[src/rtl/mips_mc_pkg.sv]
// Shared definitions for the multi-cycle MIPS control path: state encoding,
// opcodes, ALU operation codes, datapath mux selects and the control word.
package mips_mc_pkg;

   typedef enum logic [3:0] {
      ST_FETCH     = 4'd0,
      ST_DECODE    = 4'd1,
      ST_MEM_ADDR  = 4'd2,
      ST_MEM_READ  = 4'd3,
      ST_MEM_WB    = 4'd4,
      ST_MEM_WRITE = 4'd5,
      ST_EXEC_R    = 4'd6,
      ST_R_WB      = 4'd7,
      ST_EXEC_I    = 4'd8,
      ST_I_WB      = 4'd9,
      ST_BRANCH    = 4'd10,
      ST_JUMP      = 4'd11
   } state_e;

   localparam logic [5:0] OP_R    = 6'h00;
   localparam logic [5:0] OP_J    = 6'h02;
   localparam logic [5:0] OP_BEQ  = 6'h04;
   localparam logic [5:0] OP_BNE  = 6'h05;
   localparam logic [5:0] OP_ADDI = 6'h08;
   localparam logic [5:0] OP_ORI  = 6'h0D;
   localparam logic [5:0] OP_LUI  = 6'h0F;
   localparam logic [5:0] OP_LW   = 6'h23;
   localparam logic [5:0] OP_SW   = 6'h2B;

   // Same encodings as the single-cycle control and the ALU control block.
   localparam logic [2:0] ALU_OR  = 3'b001;
   localparam logic [2:0] ALU_LUI = 3'b010;
   localparam logic [2:0] ALU_SUB = 3'b011;
   localparam logic [2:0] ALU_ADD = 3'b100;
   localparam logic [2:0] ALU_R   = 3'b111;

   localparam logic [1:0] PC_SRC_ALU    = 2'b00;
   localparam logic [1:0] PC_SRC_ALUOUT = 2'b01;
   localparam logic [1:0] PC_SRC_JUMP   = 2'b10;

   localparam logic [1:0] ALUB_B      = 2'b00;
   localparam logic [1:0] ALUB_FOUR   = 2'b01;
   localparam logic [1:0] ALUB_IMM    = 2'b10;
   localparam logic [1:0] ALUB_IMM_SH = 2'b11;

   typedef enum logic [2:0] {
      CLS_R,
      CLS_I,
      CLS_MEM,
      CLS_BR,
      CLS_J,
      CLS_ILL
   } op_class_e;

   typedef struct packed {
      logic       pc_write;
      logic [1:0] pc_src;
      logic       i_or_d;
      logic       mem_read;
      logic       mem_write;
      logic       ir_write;
      logic       reg_dst;
      logic       mem_to_reg;
      logic       reg_write;
      logic       alu_src_a;
      logic [1:0] alu_src_b;
      logic [2:0] alu_op;
      logic       instr_done;
      logic       illegal_op;
   } ctrl_t;

   // Groups opcodes by the execution path they take after DECODE.
   function automatic op_class_e classify(input logic [5:0] op);
      case (op)
         OP_R:                    return CLS_R;
         OP_ADDI, OP_ORI, OP_LUI: return CLS_I;
         OP_LW, OP_SW:            return CLS_MEM;
         OP_BEQ, OP_BNE:          return CLS_BR;
         OP_J:                    return CLS_J;
         default:                 return CLS_ILL;
      endcase
   endfunction

endpackage

[src/rtl/multi_cycle_control_decoder.sv]
// Combinational Moore output decode: maps the current state (plus opcode,
// ALU zero flag and memory ready where relevant) to the datapath control word.
module mc_control_decoder
   import mips_mc_pkg::*;
#(
   parameter int OPCODE_WIDTH = 6
) (
   input  state_e                  state_i,
   input  logic [OPCODE_WIDTH-1:0] opcode_i,
   input  logic                    zero_i,
   input  logic                    ready_i,
   output ctrl_t                   ctrl_o
);

   logic [5:0] op6;

   assign op6 = 6'(opcode_i);

   // Every field defaults to 0; each state raises only what it needs.
   always_comb begin
      ctrl_o = '0;
      case (state_i)
         ST_FETCH: begin
            ctrl_o.mem_read  = 1'b1;
            ctrl_o.alu_src_b = ALUB_FOUR;
            ctrl_o.alu_op    = ALU_ADD;
            ctrl_o.pc_src    = PC_SRC_ALU;
            ctrl_o.ir_write  = ready_i;
            ctrl_o.pc_write  = ready_i;
         end
         ST_DECODE: begin
            ctrl_o.alu_src_b = ALUB_IMM_SH;
            ctrl_o.alu_op    = ALU_ADD;
            if (classify(op6) == CLS_ILL) begin
               ctrl_o.illegal_op = 1'b1;
               ctrl_o.instr_done = 1'b1;
            end
         end
         ST_MEM_ADDR: begin
            ctrl_o.alu_src_a = 1'b1;
            ctrl_o.alu_src_b = ALUB_IMM;
            ctrl_o.alu_op    = ALU_ADD;
         end
         ST_MEM_READ: begin
            ctrl_o.mem_read = 1'b1;
            ctrl_o.i_or_d   = 1'b1;
         end
         ST_MEM_WB: begin
            ctrl_o.reg_write  = 1'b1;
            ctrl_o.mem_to_reg = 1'b1;
            ctrl_o.instr_done = 1'b1;
         end
         ST_MEM_WRITE: begin
            ctrl_o.mem_write  = 1'b1;
            ctrl_o.i_or_d     = 1'b1;
            ctrl_o.instr_done = ready_i;
         end
         ST_EXEC_R: begin
            ctrl_o.alu_src_a = 1'b1;
            ctrl_o.alu_src_b = ALUB_B;
            ctrl_o.alu_op    = ALU_R;
         end
         ST_R_WB: begin
            ctrl_o.reg_write  = 1'b1;
            ctrl_o.reg_dst    = 1'b1;
            ctrl_o.instr_done = 1'b1;
         end
         ST_EXEC_I: begin
            ctrl_o.alu_src_a = 1'b1;
            ctrl_o.alu_src_b = ALUB_IMM;
            case (op6)
               OP_ORI:  ctrl_o.alu_op = ALU_OR;
               OP_LUI:  ctrl_o.alu_op = ALU_LUI;
               default: ctrl_o.alu_op = ALU_ADD;
            endcase
         end
         ST_I_WB: begin
            ctrl_o.reg_write  = 1'b1;
            ctrl_o.instr_done = 1'b1;
         end
         ST_BRANCH: begin
            ctrl_o.alu_src_a  = 1'b1;
            ctrl_o.alu_src_b  = ALUB_B;
            ctrl_o.alu_op     = ALU_SUB;
            ctrl_o.pc_src     = PC_SRC_ALUOUT;
            ctrl_o.instr_done = 1'b1;
            ctrl_o.pc_write   = ((op6 == OP_BEQ) &&  zero_i) ||
                                ((op6 == OP_BNE) && !zero_i);
         end
         ST_JUMP: begin
            ctrl_o.pc_src     = PC_SRC_JUMP;
            ctrl_o.pc_write   = 1'b1;
            ctrl_o.instr_done = 1'b1;
         end
         default: ctrl_o = '0;
      endcase
   end

endmodule

[src/rtl/multi_cycle_control.sv]
// Multi-cycle MIPS control unit: state register and next-state logic.
//
// state      | meaning
// -----------+------------------------------------------------
// FETCH    0 | read instruction at PC, PC+4 -> PC when ready
// DECODE   1 | branch target -> ALUOut, dispatch on opcode
// MEM_ADDR 2 | A + imm -> ALUOut (LW/SW effective address)
// MEM_READ 3 | read data memory, wait for ready
// MEM_WB   4 | MDR -> rt
// MEM_WRITE5 | write data memory, wait for ready
// EXEC_R   6 | A funct B
// R_WB     7 | ALUOut -> rd
// EXEC_I   8 | A op imm (ADDI/ORI/LUI)
// I_WB     9 | ALUOut -> rt
// BRANCH  10 | compare A,B; load PC from ALUOut if taken
// JUMP    11 | load PC with jump target
module multi_cycle_control
   import mips_mc_pkg::*;
#(
   parameter int OPCODE_WIDTH = 6,
   parameter int ALU_OP_WIDTH = 3,
   parameter int MEM_WAIT_EN  = 1
) (
   input  logic                    clk_i,
   input  logic                    reset_i,
   input  logic [OPCODE_WIDTH-1:0] opcode_i,
   input  logic                    zero_i,
   input  logic                    mem_ready_i,
   output logic                    pc_write_o,
   output logic [1:0]              pc_src_o,
   output logic                    i_or_d_o,
   output logic                    mem_read_o,
   output logic                    mem_write_o,
   output logic                    ir_write_o,
   output logic                    reg_dst_o,
   output logic                    mem_to_reg_o,
   output logic                    reg_write_o,
   output logic                    alu_src_a_o,
   output logic [1:0]              alu_src_b_o,
   output logic [ALU_OP_WIDTH-1:0] alu_op_o,
   output logic                    instr_done_o,
   output logic                    illegal_op_o,
   output logic [3:0]              state_o
);

   localparam logic WAIT_EN = (MEM_WAIT_EN != 0);

   state_e state_q, state_d;
   logic   ready;
   ctrl_t  dec_ctrl;
   ctrl_t  ctrl;

   assign ready = mem_ready_i | ~WAIT_EN;

   mc_control_decoder #(
      .OPCODE_WIDTH (OPCODE_WIDTH)
   ) u_decoder (
      .state_i  (state_q),
      .opcode_i (opcode_i),
      .zero_i   (zero_i),
      .ready_i  (ready),
      .ctrl_o   (dec_ctrl)
   );

   // State register; reset lands in FETCH and abandons any instruction in flight.
   always_ff @(posedge clk_i) begin
      if (reset_i) begin
         state_q <= ST_FETCH;
      end else begin
         state_q <= state_d;
      end
   end

   // Next-state sequencing; unused codes fall back to FETCH.
   always_comb begin
      state_d = state_q;
      case (state_q)
         ST_FETCH:     if (ready) state_d = ST_DECODE;
         ST_DECODE: begin
            case (classify(6'(opcode_i)))
               CLS_MEM: state_d = ST_MEM_ADDR;
               CLS_R:   state_d = ST_EXEC_R;
               CLS_I:   state_d = ST_EXEC_I;
               CLS_BR:  state_d = ST_BRANCH;
               CLS_J:   state_d = ST_JUMP;
               default: state_d = ST_FETCH;
            endcase
         end
         ST_MEM_ADDR:  state_d = (6'(opcode_i) == OP_LW) ? ST_MEM_READ : ST_MEM_WRITE;
         ST_MEM_READ:  if (ready) state_d = ST_MEM_WB;
         ST_MEM_WB:    state_d = ST_FETCH;
         ST_MEM_WRITE: if (ready) state_d = ST_FETCH;
         ST_EXEC_R:    state_d = ST_R_WB;
         ST_R_WB:      state_d = ST_FETCH;
         ST_EXEC_I:    state_d = ST_I_WB;
         ST_I_WB:      state_d = ST_FETCH;
         ST_BRANCH:    state_d = ST_FETCH;
         ST_JUMP:      state_d = ST_FETCH;
         default:      state_d = ST_FETCH;
      endcase
   end

   // Reset silences every strobe immediately, even before the state register updates.
   always_comb begin
      ctrl = dec_ctrl;
      if (reset_i) ctrl = '0;
   end

   assign pc_write_o   = ctrl.pc_write;
   assign pc_src_o     = ctrl.pc_src;
   assign i_or_d_o     = ctrl.i_or_d;
   assign mem_read_o   = ctrl.mem_read;
   assign mem_write_o  = ctrl.mem_write;
   assign ir_write_o   = ctrl.ir_write;
   assign reg_dst_o    = ctrl.reg_dst;
   assign mem_to_reg_o = ctrl.mem_to_reg;
   assign reg_write_o  = ctrl.reg_write;
   assign alu_src_a_o  = ctrl.alu_src_a;
   assign alu_src_b_o  = ctrl.alu_src_b;
   assign alu_op_o     = ALU_OP_WIDTH'(ctrl.alu_op);
   assign instr_done_o = ctrl.instr_done;
   assign illegal_op_o = ctrl.illegal_op;
   assign state_o      = reset_i ? 4'd0 : state_q;

endmodule

[config.mk]
export PLATFORM = sky130hd
export DESIGN_NAME = multi_cycle_control
export DESIGN_NICKNAME = d
export VERILOG_FILES = /design/src/rtl/mips_mc_pkg.sv /design/src/rtl/multi_cycle_control_decoder.sv /design/src/rtl/multi_cycle_control.sv
export SDC_FILE = /design/constraint.sdc
export NUM_CORES = 1
export LEC_CHECK = 0
export BUFFER_PORTS_ARGS = -buffer_cell sky130_fd_sc_hd__buf_2
export CAP_MARGIN = 25
export CORE_AREA = 2 2 43 45
export CTS_CLUSTER_DIAMETER = 150
export DETAILED_ROUTE_END_ITERATION = 8
export DIE_AREA = 0 0 45 47
export GPL_TIMING_DRIVEN = 0
export PLACE_DENSITY = 0.79
export SYNTH_ARGS = -nofsm -noshare
export SYNTH_HDL_FRONTEND = slang
export SYNTH_SLANG_ARGS = --single-unit
[constraint.sdc]
create_clock -name clk_i -period 3.89 [get_ports clk_i]
set_input_delay 0.389 -clock clk_i [delete_from_list [all_inputs] [get_ports clk_i]]
set_output_delay 0.389 -clock clk_i [all_outputs]
set_load 0.05 [all_outputs]
### Yosys cells after proc, flatten, opt, wreduce, memory -nomap -nowiden

Cells that the tools add are included.

* $add $sub $neg: 0
* multipliers: 0
* divide/modulo/power cells: 0
* $lt $le $gt $ge: 0
* equality and inequality tests: 27
* shifts and indexed selects: 0
* mux-type cells: 24
* bitwise logic cells: 0
* reductions and logical operators: 16

Operator list (number)
* 5-bit one-hot mux with 6 select lines: 1
* 4-bit one-hot mux with 7 select lines: 1
* 4-bit one-hot mux with 5 select lines: 1
* 6-bit by 4-bit == test with 1-bit output, second input constant: 3
* 18-bit 2-to-1 mux: 1
* 4-bit by 3-bit == test with 1-bit output, second input constant: 4
* 4-bit == test, second input constant: 4
* 4-bit 2-to-1 mux: 4
* 3-bit one-hot mux with 5 select lines: 1
* 6-bit by 3-bit == test with 1-bit output, second input constant: 2
* 6-bit == test, second input constant: 2
* 1-bit 2-to-1 mux: 9
* 3-bit one-hot mux with 3 select lines: 1
* 4-bit by 2-bit == test with 1-bit output, second input constant: 2
* 2-bit OR reduction: 4
* 3-bit by 2-bit == test with 1-bit output, second input constant: 2
* 3-bit == test, second input constant: 2
* 6-bit by 2-bit == test with 1-bit output, second input constant: 1
* 6-bit logical NOT: 1
* 3-bit 2-to-1 mux: 2
* 2-bit != test, second input constant: 3
* 3-bit one-hot mux with 2 select lines: 1
* 3-bit OR reduction: 2
* 5-bit OR reduction: 1
* 11 further kinds: 12

* register bits: 4
* bits in latches: 0
* RAM bits: 0
* bits in read-only memories: 0
* output and inout port bits: 22
* word-level logic and storage cells: 68
* memories kept: 0

### Longest topological paths before layout

Gate-level depths: netlist (run 1).

* word-level depth: 8
* gate-level depth with buffers: 5
* mapped depth without buffers: 4

### Cells and area by module

From an unflattened synthesis (run 1), not the netlist that was laid out.

* cells, all modules: 133
* area total of the unflattened synthesis: 852.1 µm²

Modules (own cells, without submodules)
* multi_cycle_control: instances 1, cells each 72, area each 511.7 µm², seq. area each 80.1 µm²
* mc_control_decoder: instances 1, cells each 61, area each 340.3 µm², seq. area each 0.0 µm²

### Least setup slack after synthesis (run 1)

Ideal clock, no wire load.

* path kind: flip-flop to output port
* from: register state_q[0]
* to: output port i_or_d_o
* data arrival time: 2.314 ns
* path slack: 1.187 ns
* cell stages (with the launch flop): 6
* path buffers: 2
* path through: dfxtp_1 > buf_6 > clkbuf_1 > nor2b_1 > nand2_1 > nor2_1

* cells in the longest elaborated chain, start to end: 4
* elaborated cells between the ends (all ways): 5

Ends and longest elaborated chain
* start: declaration: RTL line multi_cycle_control.sv:48 `state_e state_q, state_d;`
* start signal: assignment: RTL line multi_cycle_control.sv:70 `state_q <= state_d;`
* 4-bit by 2-bit == test with 1-bit output / 4-bit by 3-bit == test with 1-bit output (equally long branches): RTL line multi_cycle_control_decoder.sv:22 `case (state_i)`
* 2-bit OR reduction (no line) *
* 1-bit 2-to-1 mux *: RTL line multi_cycle_control_decoder.sv:22
* 18-bit 2-to-1 mux *: RTL line multi_cycle_control.sv:106 `if (reset_i) ctrl = '0;`
* end: declaration: RTL line multi_cycle_control.sv:31 `output logic i_or_d_o,`

Every way passes the cells marked *; elsewhere a longest branch is shown, timed or not.

### Worst setup path after layout (run 1)

* from: register state_q[1]
* to: output port alu_op_o[0]

* cells in the longest elaborated chain, start to end: 3
* elaborated cells between the ends (all ways): 8

Ends and longest elaborated chain
* 4-bit == test (tied with other cells): RTL line multi_cycle_control_decoder.sv:22
* 5-bit one-hot mux with 6 select lines *: RTL line multi_cycle_control_decoder.sv:22
* 18-bit 2-to-1 mux *: RTL line multi_cycle_control.sv:106
* end: declaration: RTL line multi_cycle_control.sv:40 `output logic [ALU_OP_WIDTH-1:0] alu_op_o,`

Marked as above.

==> results of run 1 <==
## cells by family (layout without fill, tap and decap cells)
kind of cell    count (synthesis)  after routing
mux                             1              1
compound gates                 33             33
buf+inv                        16             46
flops                           4              4
simple gates                   65             65
xor+xnor                        3              3
## tightest hold or removal path, delay by kind of cell
kind / cells / cell delay [ps]
simple gates: 2 / 120
compound gates: 1 / 60
buf+inv: 1 / 80
## power by group through the flow
stage                     clock network [W]  registers [W]  logic [W]
after floorplan                           0      0.0000432  0.0000586
after global placement                    0      0.0000433  0.0000748
after CTS                         0.0000511      0.0000428  0.0000769
after global routing              0.0000540      0.0000428  0.0000835
after detailed placement                  0      0.0000434  0.0000769
final                             0.0000499      0.0000427  0.0000779
## metal layers
layer / up-vias / routed length [um] / GRT usage
met3: 6 / 170 / 0.0192
li1: 515 / - / -
met2: 53 / 1140 / 0.380
met1: 484 / 1010 / 0.307
met5: - / 0 / 0
met4: 0 / 29 / 0.0824
## area by class of cell
cell class	instances	area, um^2	area share
timing repair buffer	27	135	0.138
multi-input combinational	102	649	0.663
sequential	4	80.1	0.0817
clock buffer	3	22.5	0.0230
buffer	12	56.3	0.0575
inverter	4	15.0	0.0153
tap	17	21.3	0.0217
## synth_stat cells (3+ instances only)
| cell type | number | area share |
|---|---|---|
| nand2_1 | 5 | 0.023 |
| buf_2 | 3 | 0.019 |
| nor2b_1 | 8 | 0.063 |
| nand2b_1 | 9 | 0.070 |
| nand3_1 | 5 | 0.031 |
| o21ai_0 | 5 | 0.031 |
| a21oi_1 | 8 | 0.050 |
| dfxtp_1 | 4 | 0.10 |
| nor2_1 | 11 | 0.052 |
| inv_1 | 4 | 0.019 |
| clkbuf_1 | 7 | 0.033 |
| xor2_1 | 3 | 0.033 |
| nor3_1 | 10 | 0.063 |
| nor4_1 | 4 | 0.031 |
## path summary, 6_finish.rpt
path,startpoint,to,depth (start not counted)
min reg2reg,state_q[3],state_q[2],3
max reg2reg,state_q[3],state_q[0],4
max,state_q[1],alu_op_o[0],6
min,reset_i,state_q[1],4
## metrics by stage
stage / instances / area, um^2 / setup slack, ps / power (W)
2_1_floorplan: 122 / 801 / 1190 / 0.000102
3_3_place_gp: 166 / 957 / 1830 / 0.000118
3_5_place_dp: 166 / 957 / 1780 / 0.000120
4_1_cts: 169 / 980 / 1530 / 0.000171
5_1_grt: 169 / 980 / 1420 / 0.000180
6_report: 169 / 980 / 1530 / 0.000171
==> flow_metrics.py, run 1 <==
metrics = {
    "run_status": {
        "status": "completed",
    },
    "finish": {
        "area_delta_synth_final_pct": 22.3,
        "largestRegisters": "state_q: 4 flops",
        "antenna_cells": 0,
        "n_fill_cell": 164,
        "nNetsFinal": 164,
        "largest_reg_flops": 4,
        "drive_above_1_share": 0.250,
        "mostFrequentLayoutCell": "buf_2",
        "regMostFlops": "state_q",
        "finish.utilization": 0.593,
        "layout_common_cells": "buf_2, nor2_1, nor3_1, nand2b_1",
    },
    "routing": {
        "wl_per_cell_um": 13.9,
        "ant_nets": 0,
        "drc": 0,
        "vias_per_cell": 6.26,
        "drt_iter0_drc": 39,
        "wl_um": 2360,
        "via_count": 1058,
        "first_pass_iters": 4,
    },
    "die": {
        "std_cell_rows": 15,
        "start_util": 0.485,
        "coreArea_um2": 1650,
        "fp.dieW_um": 45,
        "die-height_um": 47,
        "die_area_um2": 2120,
        "pin_count": 32,
    },
    "worst_setup_path": {
        "critical-path-top-delay-family": "simple AND/OR/NAND/NOR gates",
        "critPathArrivalTime_ps": 1970,
        "worstPathMaxFanout": 10,
        "cp-start-kind": "flop",
        "critPathKind": "reg2out",
        "end_kind": "output port",
        "critPathMostFrequentCell": "buf_2",
        "rrSetupSlack_ps": 2350,
        "path_buf_inv": 2,
        "crit_required_ps": 3500,
        "crit_chain": "buf_2 > or4b_4 > nor4_2 > and2b_1 > o21a_1 > buf_2",
        "slowest_stage": "or4b_4",
        "cp_slowest_stage_delay_ps": 540,
    },
    "logic_synthesis": {
        "ys_seq_area_frac": 0.100,
        "synth_top_family_by_area": "simple AND/OR/NAND/NOR gates",
        "yosys.area_share.simple": 0.477,
        "ys.warnings.count": 0,
        "syn_area_um2": 801,
        "synth.avg_cell_area_um2": 6.56,
        "synth.area.mux_share": 0.0125,
        "postSynthCellCount": 122,
        "synthArstFlopShare": 0,
        "synth_xor_area_frac": 0.0328,
        "synth_compound_area_frac": 0.289,
        "synth_adder_area_share": 0,
        "synth.distinct_cells": 41,
        "synth_edf_count": 0,
        "syn_nets": 132,
        "synth_ff_type": "dfxtp_1",
        "synth_seq_cells": 4,
    },
    "grt": {
        "grt_max_degree": 11,
        "first_global_vias": 849,
        "grt_pass1_wl_um": 3650,
        "antenna_found_initial": 0,
        "grt_overflow": 0,
        "grt_usage": 0.228,
    },
    "power_and_ir_drop": {
        "ir_drop_uv": 80.2,
        "leakagePower_nw": 0.429,
        "pwr-share-comb": 0.457,
        "switching_share": 0.413,
        "netSwitchingPower_w": 0.0000705,
        "clkPwrFrac": 0.293,
        "p_int_w": 0.000100,
        "power_density_nw_per_um2": 174,
        "seq_power_share": 0.251,
    },
    "clocking": {
        "clk_latency_ps": 230,
        "cts.sinks": 4,
        "postCtsResizedCells": 0,
        "cts.hold.buffers_added": 0,
        "cts_setup_buffers": 0,
        "htree_levels": 1,
        "cts.clk_slew.worst_paths_ps": 30,
        "numCtsBuffers": 3,
        "cts_buffer_depth": 2,
        "cts_root_buffer": "clkbuf_4",
        "cts_tree": "done",
    },
    "timing": {
        "max_freq_mhz": 423,
        "tightest_slew_ps": 463,
        "skew_ps": 2.59,
        "rsz0062_at_grt": "no",
        "hold_viol": 0,
        "finalCritPeriodShare": 0.607,
        "setup_violations": 0,
        "fin_setup_tns_ps": 0,
        "slew_violations": 0,
        "layout_min_cycle_time_ps": 2360,
        "slew-limit-headroom": 0.691,
        "hold_ws_ps": 481,
    },
    "placed_design": {
        "dp_hpwl_um": 1770,
        "place_congestion": 0.845,
        "io_buffers": 27,
    },
    "worst_hold_path": {
        "min_path_type": "in2reg",
    },
    "flow_run": {
        "maxCapViolCount": 0,
    },
}
Note: power is estimated with default switching activity, not from simulation.
==> inputs of run 2 (changes only) <==
--- a/config.mk
+++ b/config.mk
@@ -7,12 +7,12 @@
 export LEC_CHECK = 0
 export BUFFER_PORTS_ARGS = -buffer_cell sky130_fd_sc_hd__buf_2
 export CAP_MARGIN = 25
-export CORE_AREA = 2 2 43 45
+export CORE_AREA = 2 2 47 49
 export CTS_CLUSTER_DIAMETER = 150
 export DETAILED_ROUTE_END_ITERATION = 8
-export DIE_AREA = 0 0 45 47
+export DIE_AREA = 0 0 49 51
 export GPL_TIMING_DRIVEN = 0
-export PLACE_DENSITY = 0.79
+export PLACE_DENSITY = 0.7
 export SYNTH_ARGS = -nofsm -noshare
 export SYNTH_HDL_FRONTEND = slang
 export SYNTH_SLANG_ARGS = --single-unit
==> constraint.sdc (replaced) <==
create_clock -name clk_i -period 2.05 [get_ports clk_i]
set_input_delay 0.205 -clock clk_i [delete_from_list [all_inputs] [get_ports clk_i]]
set_output_delay 0.205 -clock clk_i [all_outputs]
set_load 0.05 [all_outputs]
==> run 2 against run 1 <==
The run now ends with setup timing left. Global-route usage fell by 2.1 points. Sequential share of layout area fell by 0.73 points. Setup slack got worse by 1500 ps. Final area rose by 11%. Via count fell by 2.4%. Combinational power rose by 110%. Register-to-register slack got worse by 1800 ps. Sequential power rose by 90%. Non-clock buffer count rose by 1. Cell count rose by 7.1%. Clock power rose by 95%. Critical endpoint unchanged.
==> flow_metrics.py, run 2 (same netlist as run 1, synthesis figures left out) <==
metrics = {
    "finish": {
        "layout_common_cells": "buf_2, nor2_1, nand2b_1, nor3_1, a21oi_1",
        "largestRegisters": "state_q: 4 flops",
        "mostFrequentLayoutCell": "buf_2",
        "n_fill_cell": 231,
        "drive_above_1_share": 0.346,
        "regMostFlops": "state_q",
        "design_area_um2": 1090,
        "fin_cells": 181,
        "area_delta_synth_final_pct": 36.4,
        "largest_reg_flops": 4,
        "antenna_cells": 0,
        "nNetsFinal": 165,
    },
    "placed_design": {
        "dp_cells": 177,
        "place_congestion": 0.890,
        "dp_hpwl_um": 1860,
        "placed_cell_area_um2": 1010,
        "io_buffers": 27,
    },
    "clocking": {
        "cts.sinks": 4,
        "cts_tree": "done",
        "htree_levels": 1,
        "cts_root_buffer": "clkbuf_4",
        "numCtsBuffers": 3,
        "cts_buffer_depth": 2,
        "clk_latency_ps": 230,
        "cts.clk_slew.worst_paths_ps": 40,
    },
    "grt": {
        "first_global_vias": 946,
        "grt_max_degree": 11,
        "grt_usage": 0.207,
        "grt_overflow": 0,
        "grt_pass1_wl_um": 4240,
        "antenna_found_initial": 0,
    },
    "worst_setup_path": {
        "slowest_stage": "or4b_4",
        "crit_chain": "buf_6 > or4b_4 > nor4_4 > and2b_1 > o21a_1 > buf_6",
        "critPathKind": "reg2out",
        "cp-start-kind": "flop",
        "path_buf_inv": 2,
        "end_kind": "output port",
        "cp.depth": 6,
        "worstPathMaxFanout": 5,
        "crit_required_ps": 1850,
        "critPathArrivalTime_ps": 1850,
        "reg2reg_depth": 6,
        "cp_slowest_stage_delay_ps": 570,
        "critical-path-top-delay-family": "simple AND/OR/NAND/NOR gates",
        "critPathMostFrequentCell": "buf_6",
    },
    "power_and_ir_drop": {
        "total_power_w": 0.000339,
        "leakagePower_nw": 0.463,
        "pwr-share-comb": 0.475,
        "switching_share": 0.416,
        "clkPwrFrac": 0.287,
        "p_int_w": 0.000198,
        "netSwitchingPower_w": 0.000141,
        "power_density_nw_per_um2": 311,
        "seq_power_share": 0.239,
        "ir_drop_uv": 319,
    },
    "routing": {
        "vias_per_cell": 5.71,
        "drt_iter0_drc": 30,
        "drc": 0,
        "wl_um": 2480,
        "via_count": 1033,
        "ant_nets": 0,
        "first_pass_iters": 4,
        "wl_per_cell_um": 13.7,
    },
    "timing": {
        "tightest_slew_ps": 495,
        "setup_violations": 1,
        "layout_min_cycle_time_ps": 2050,
        "finalCritPeriodShare": 1.00,
        "rsz0062_at_grt": "yes",
        "hold_viol": 0,
        "fin_ws_ps": -4.66,
        "slew-limit-headroom": 0.670,
        "skew_ps": 2.90,
        "slew_violations": 0,
        "fin_setup_tns_ps": -4.66,
        "max_freq_mhz": 487,
    },
    "worst_hold_path": {
        "hold_depth": 4,
        "min_path_type": "in2reg",
    },
    "die": {
        "die_area_um2": 2500,
        "pin_count": 32,
        "die-height_um": 51,
        "coreArea_um2": 2060,
        "start_util": 0.388,
        "fp.dieW_um": 49,
        "std_cell_rows": 17,
    },
    "run_status": {
        "status": "complete, but fails checks",
        "violations": "setup timing",
    },
    "flow_run": {
        "maxCapViolCount": 0,
    },
}
[run 2: metrics by stage]
step	hold WS (ps)	worst slack, ps	util
global placement	551	190	0.491
detailed placement	561	172	0.491
floorplan	413	-348	-
global route	317	-107	0.529
CTS	305	-3.77	0.515
finish	321	-4.66	0.529
[run 2: metal layers]
| metal | GRT usage | part of all wire |
|---|---|---|
| met3 | 0.0497 | 0.057 |
| met5 | 0 | 0 |
| met4 | 0.0381 | 0.014 |
| met1 | 0.255 | 0.44 |
| met2 | 0.368 | 0.49 |
[run 2: area by class of cell]
| class | instances | area, um^2 | share of cell area |
|---|---|---|---|
| timing repair buffer | 28 | 164 | 0.150 |
| buffer | 12 | 68.8 | 0.0630 |
| tap | 28 | 35.0 | 0.0321 |
| clock buffer | 3 | 22.5 | 0.0206 |
| sequential | 4 | 81.3 | 0.0745 |
| inverter | 4 | 15.0 | 0.0137 |
| multi-input combinational | 102 | 706 | 0.646 |
[run 2: final timing paths]
path / startpoint / end / slack, ps
max: state_q[0] / alu_op_o[0] / -5
max reg2reg: state_q[0] / state_q[2] / 530
min reg2reg: state_q[2] / state_q[2] / 650
min: reset_i / state_q[1] / 320
[run 2: what timing repair did]
item                                    CTS  global route
endpoints found under the setup margin    5             6
hold buffers                              0             0
pin swaps                                 0             1
gates resized for setup                   8            12
setup buffers                             0             1
[run 2: tightest hold or removal path, cell delays in order]
cell and delay [ps]:
buf_2 110, nor2b_4 50, nand2_1 50, o32ai_1 80
[run 2: power groups by stage]
stage          logic (W)  clock network, W  registers [W]
2_1_floorplan   0.000117                 0      0.0000820
3_3_place_gp    0.000149                 0      0.0000821
3_5_place_dp    0.000152                 0      0.0000822
4_1_cts         0.000155          0.000105      0.0000810
5_1_grt         0.000173          0.000118      0.0000810
6_report        0.000161         0.0000972      0.0000810
==> inputs of run 3 (changes only) <==
==> constraint.sdc (replaced) <==
create_clock -name clk_i -period 1.7 [get_ports clk_i]
set_input_delay 0.255 -clock clk_i [delete_from_list [all_inputs] [get_ports clk_i]]
set_output_delay 0.255 -clock clk_i [all_outputs]
set_load 0.1 [all_outputs]
==> run 3 against run 2 <==
The run still ends with setup timing left. Clock power increased by 18%. Clock skew about the same. Cell count increased by 4.4%. Power increased by 68%. Critical path depth decreased by 1. First-iteration DRC count increased by 67%. Routed wire length increased by 63%. Largest power group unchanged. Final area increased by 64%. Global-route usage increased by 5.5 points. Via count increased by 17%. Highest routed layer unchanged. Non-clock buffer count increased by 8. Flip-flop and latch count unchanged.
==> flow_metrics.py, run 3 (same netlist as run 1, synthesis figures left out) <==
metrics = {
    "timing": {
        "setup_violations": 13,
        "hold_viol": 0,
        "slew_violations": 0,
        "finalCritPeriodShare": 1.23,
        "skew_ps": 2.94,
        "hold_ws_ps": 454,
        "fin_ws_ps": -396,
        "tightest_slew_ps": 566,
        "slew-limit-headroom": 0.620,
        "max_freq_mhz": 477,
        "rsz0062_at_grt": "yes",
        "layout_min_cycle_time_ps": 2100,
    },
    "grt": {
        "use_met1": 0.293,
        "grt_overflow": 0,
        "first_global_vias": 1093,
        "gr-usage-met3": 0.0673,
        "gr-usage-met2": 0.486,
        "grt_usage": 0.262,
        "grt_max_degree": 11,
        "antenna_found_initial": 0,
        "top_usage_layer": "met2",
        "grt_pass1_wl_um": 5150,
    },
    "finish": {
        "finish.utilization": 0.869,
        "largest_reg_flops": 4,
        "drive_above_1_share": 0.658,
        "nNetsFinal": 173,
        "layout_common_cells": "buf_6, buf_12, buf_2, buf_4",
        "area_delta_synth_final_pct": 124,
        "antenna_cells": 0,
        "largestRegisters": "state_q: 4 flops",
        "regMostFlops": "state_q",
    },
    "placed_design": {
        "dp_hpwl_um": 2020,
        "pre_cts_ws_ps": -425,
        "io_buffers": 27,
        "place_congestion": 0.774,
    },
    "die": {
        "die_area_um2": 2500,
        "die-height_um": 51,
        "std_cell_rows": 17,
        "start_util": 0.388,
        "pin_count": 32,
        "fp.dieW_um": 49,
        "coreArea_um2": 2060,
    },
    "clocking": {
        "htree_levels": 1,
        "cts_buffer_depth": 2,
        "cts.clk_slew.worst_paths_ps": 40,
        "cts_root_buffer": "clkbuf_4",
        "clk_latency_ps": 230,
        "numCtsBuffers": 3,
        "cts.sinks": 4,
        "cts_tree": "done",
    },
    "routing": {
        "wl_um": 4030,
        "drt_iter0_drc": 50,
        "drc": 0,
        "vias_per_cell": 6.39,
        "wl_per_cell_um": 21.3,
        "ant_nets": 0,
        "first_pass_iters": 4,
        "via_count": 1207,
    },
    "flow_run": {
        "maxCapViolCount": 0,
    },
    "worst_setup_path": {
        "end_kind": "output port",
        "critPathArrivalTime_ps": 1840,
        "reg2reg_depth": 7,
        "rrSetupSlack_ps": -40,
        "worstPathMaxFanout": 5,
        "cp-start-kind": "flop",
        "critPathKind": "reg2out",
        "crit_required_ps": 1440,
    },
    "power_and_ir_drop": {
        "ir_drop_uv": 638,
        "power_density_nw_per_um2": 318,
        "leakagePower_nw": 0.650,
        "total_power_w": 0.000570,
    },
    "run_status": {
        "violations": "setup timing",
        "status": "complete, but fails checks",
    },
    "worst_hold_path": {
        "hold_depth": 4,
        "min_path_type": "in2reg",
    },
}
[run 3: cell count changes in the layout (fill, tap and decap cells not counted), moves of 5 or more]
| cell | previous run | this run |
|---|---|---|
| nor2_1 | 11 | 4 |
| nand2b_4 | 0 | 6 |
| nor2_4 | 0 | 6 |
| buf_12 | 0 | 11 |
| nand2b_1 | 9 | 3 |
| buf_4 | 1 | 8 |
| buf_2 | 26 | 8 |
| buf_6 | 5 | 11 |
| clkbuf_1 | 5 | 0 |
[run 3: layout make-up]
cell class / count / area, um^2
Tap cell: 28 / 35.0
Clock buffer: 3 / 22.5
Multi-Input combinational cell: 102 / 1050
Sequential cell: 4 / 95.1
Timing Repair Buffer: 39 / 462
Buffer: 9 / 118
Fill cell: 101 / 270
Inverter: 4 / 15.0
[run 3: what timing repair did]
item | in CTS | in global routing
pin swaps | 9 | 7
resized for setup | 82 | 22
hold buffers | 0 | 0
endpoints found under the setup margin | 21 | 20
buffers inserted | 8 | 4
[run 3: per-stage QoR]
step	area, um^2	instances	TNS [ps]
detailed placement	1300	177	-2380
finish	1790	189	-1960
floorplan	1130	122	-2990
global route	1790	189	-2610
global placement	1300	177	-2170
CTS	1670	185	-1410
[run 3: power by group]
part           internal [W]  switching [W]
Clock             0.0000788      0.0000358
Sequential        0.0000919     0.00000364
Combinational      0.000130       0.000230
[run 3: layer usage]
| metal | wire (um) | up-vias |
|---|---|---|
| met3 | 279 | 14 |
| met4 | 139 | 0 |
| met2 | 2100 | 72 |
| li1 | - | 534 |
| met1 | 1510 | 587 |
| met5 | 0 | - |
[run 3: final timing paths]
kind	end	startpoint
hold reg to reg	state_q[2]	state_q[2]
setup reg to reg	state_q[2]	state_q[0]
setup / recovery	alu_op_o[0]	state_q[2]
hold / removal	state_q[1]	reset_i
[run 3: worst max-delay path: stages, from the launching register on]
cell	delay [ps]
dfxtp_4	360
or4b_4	560
nor4_4	210
and2b_1	180
o21a_4	130
buf_12	160
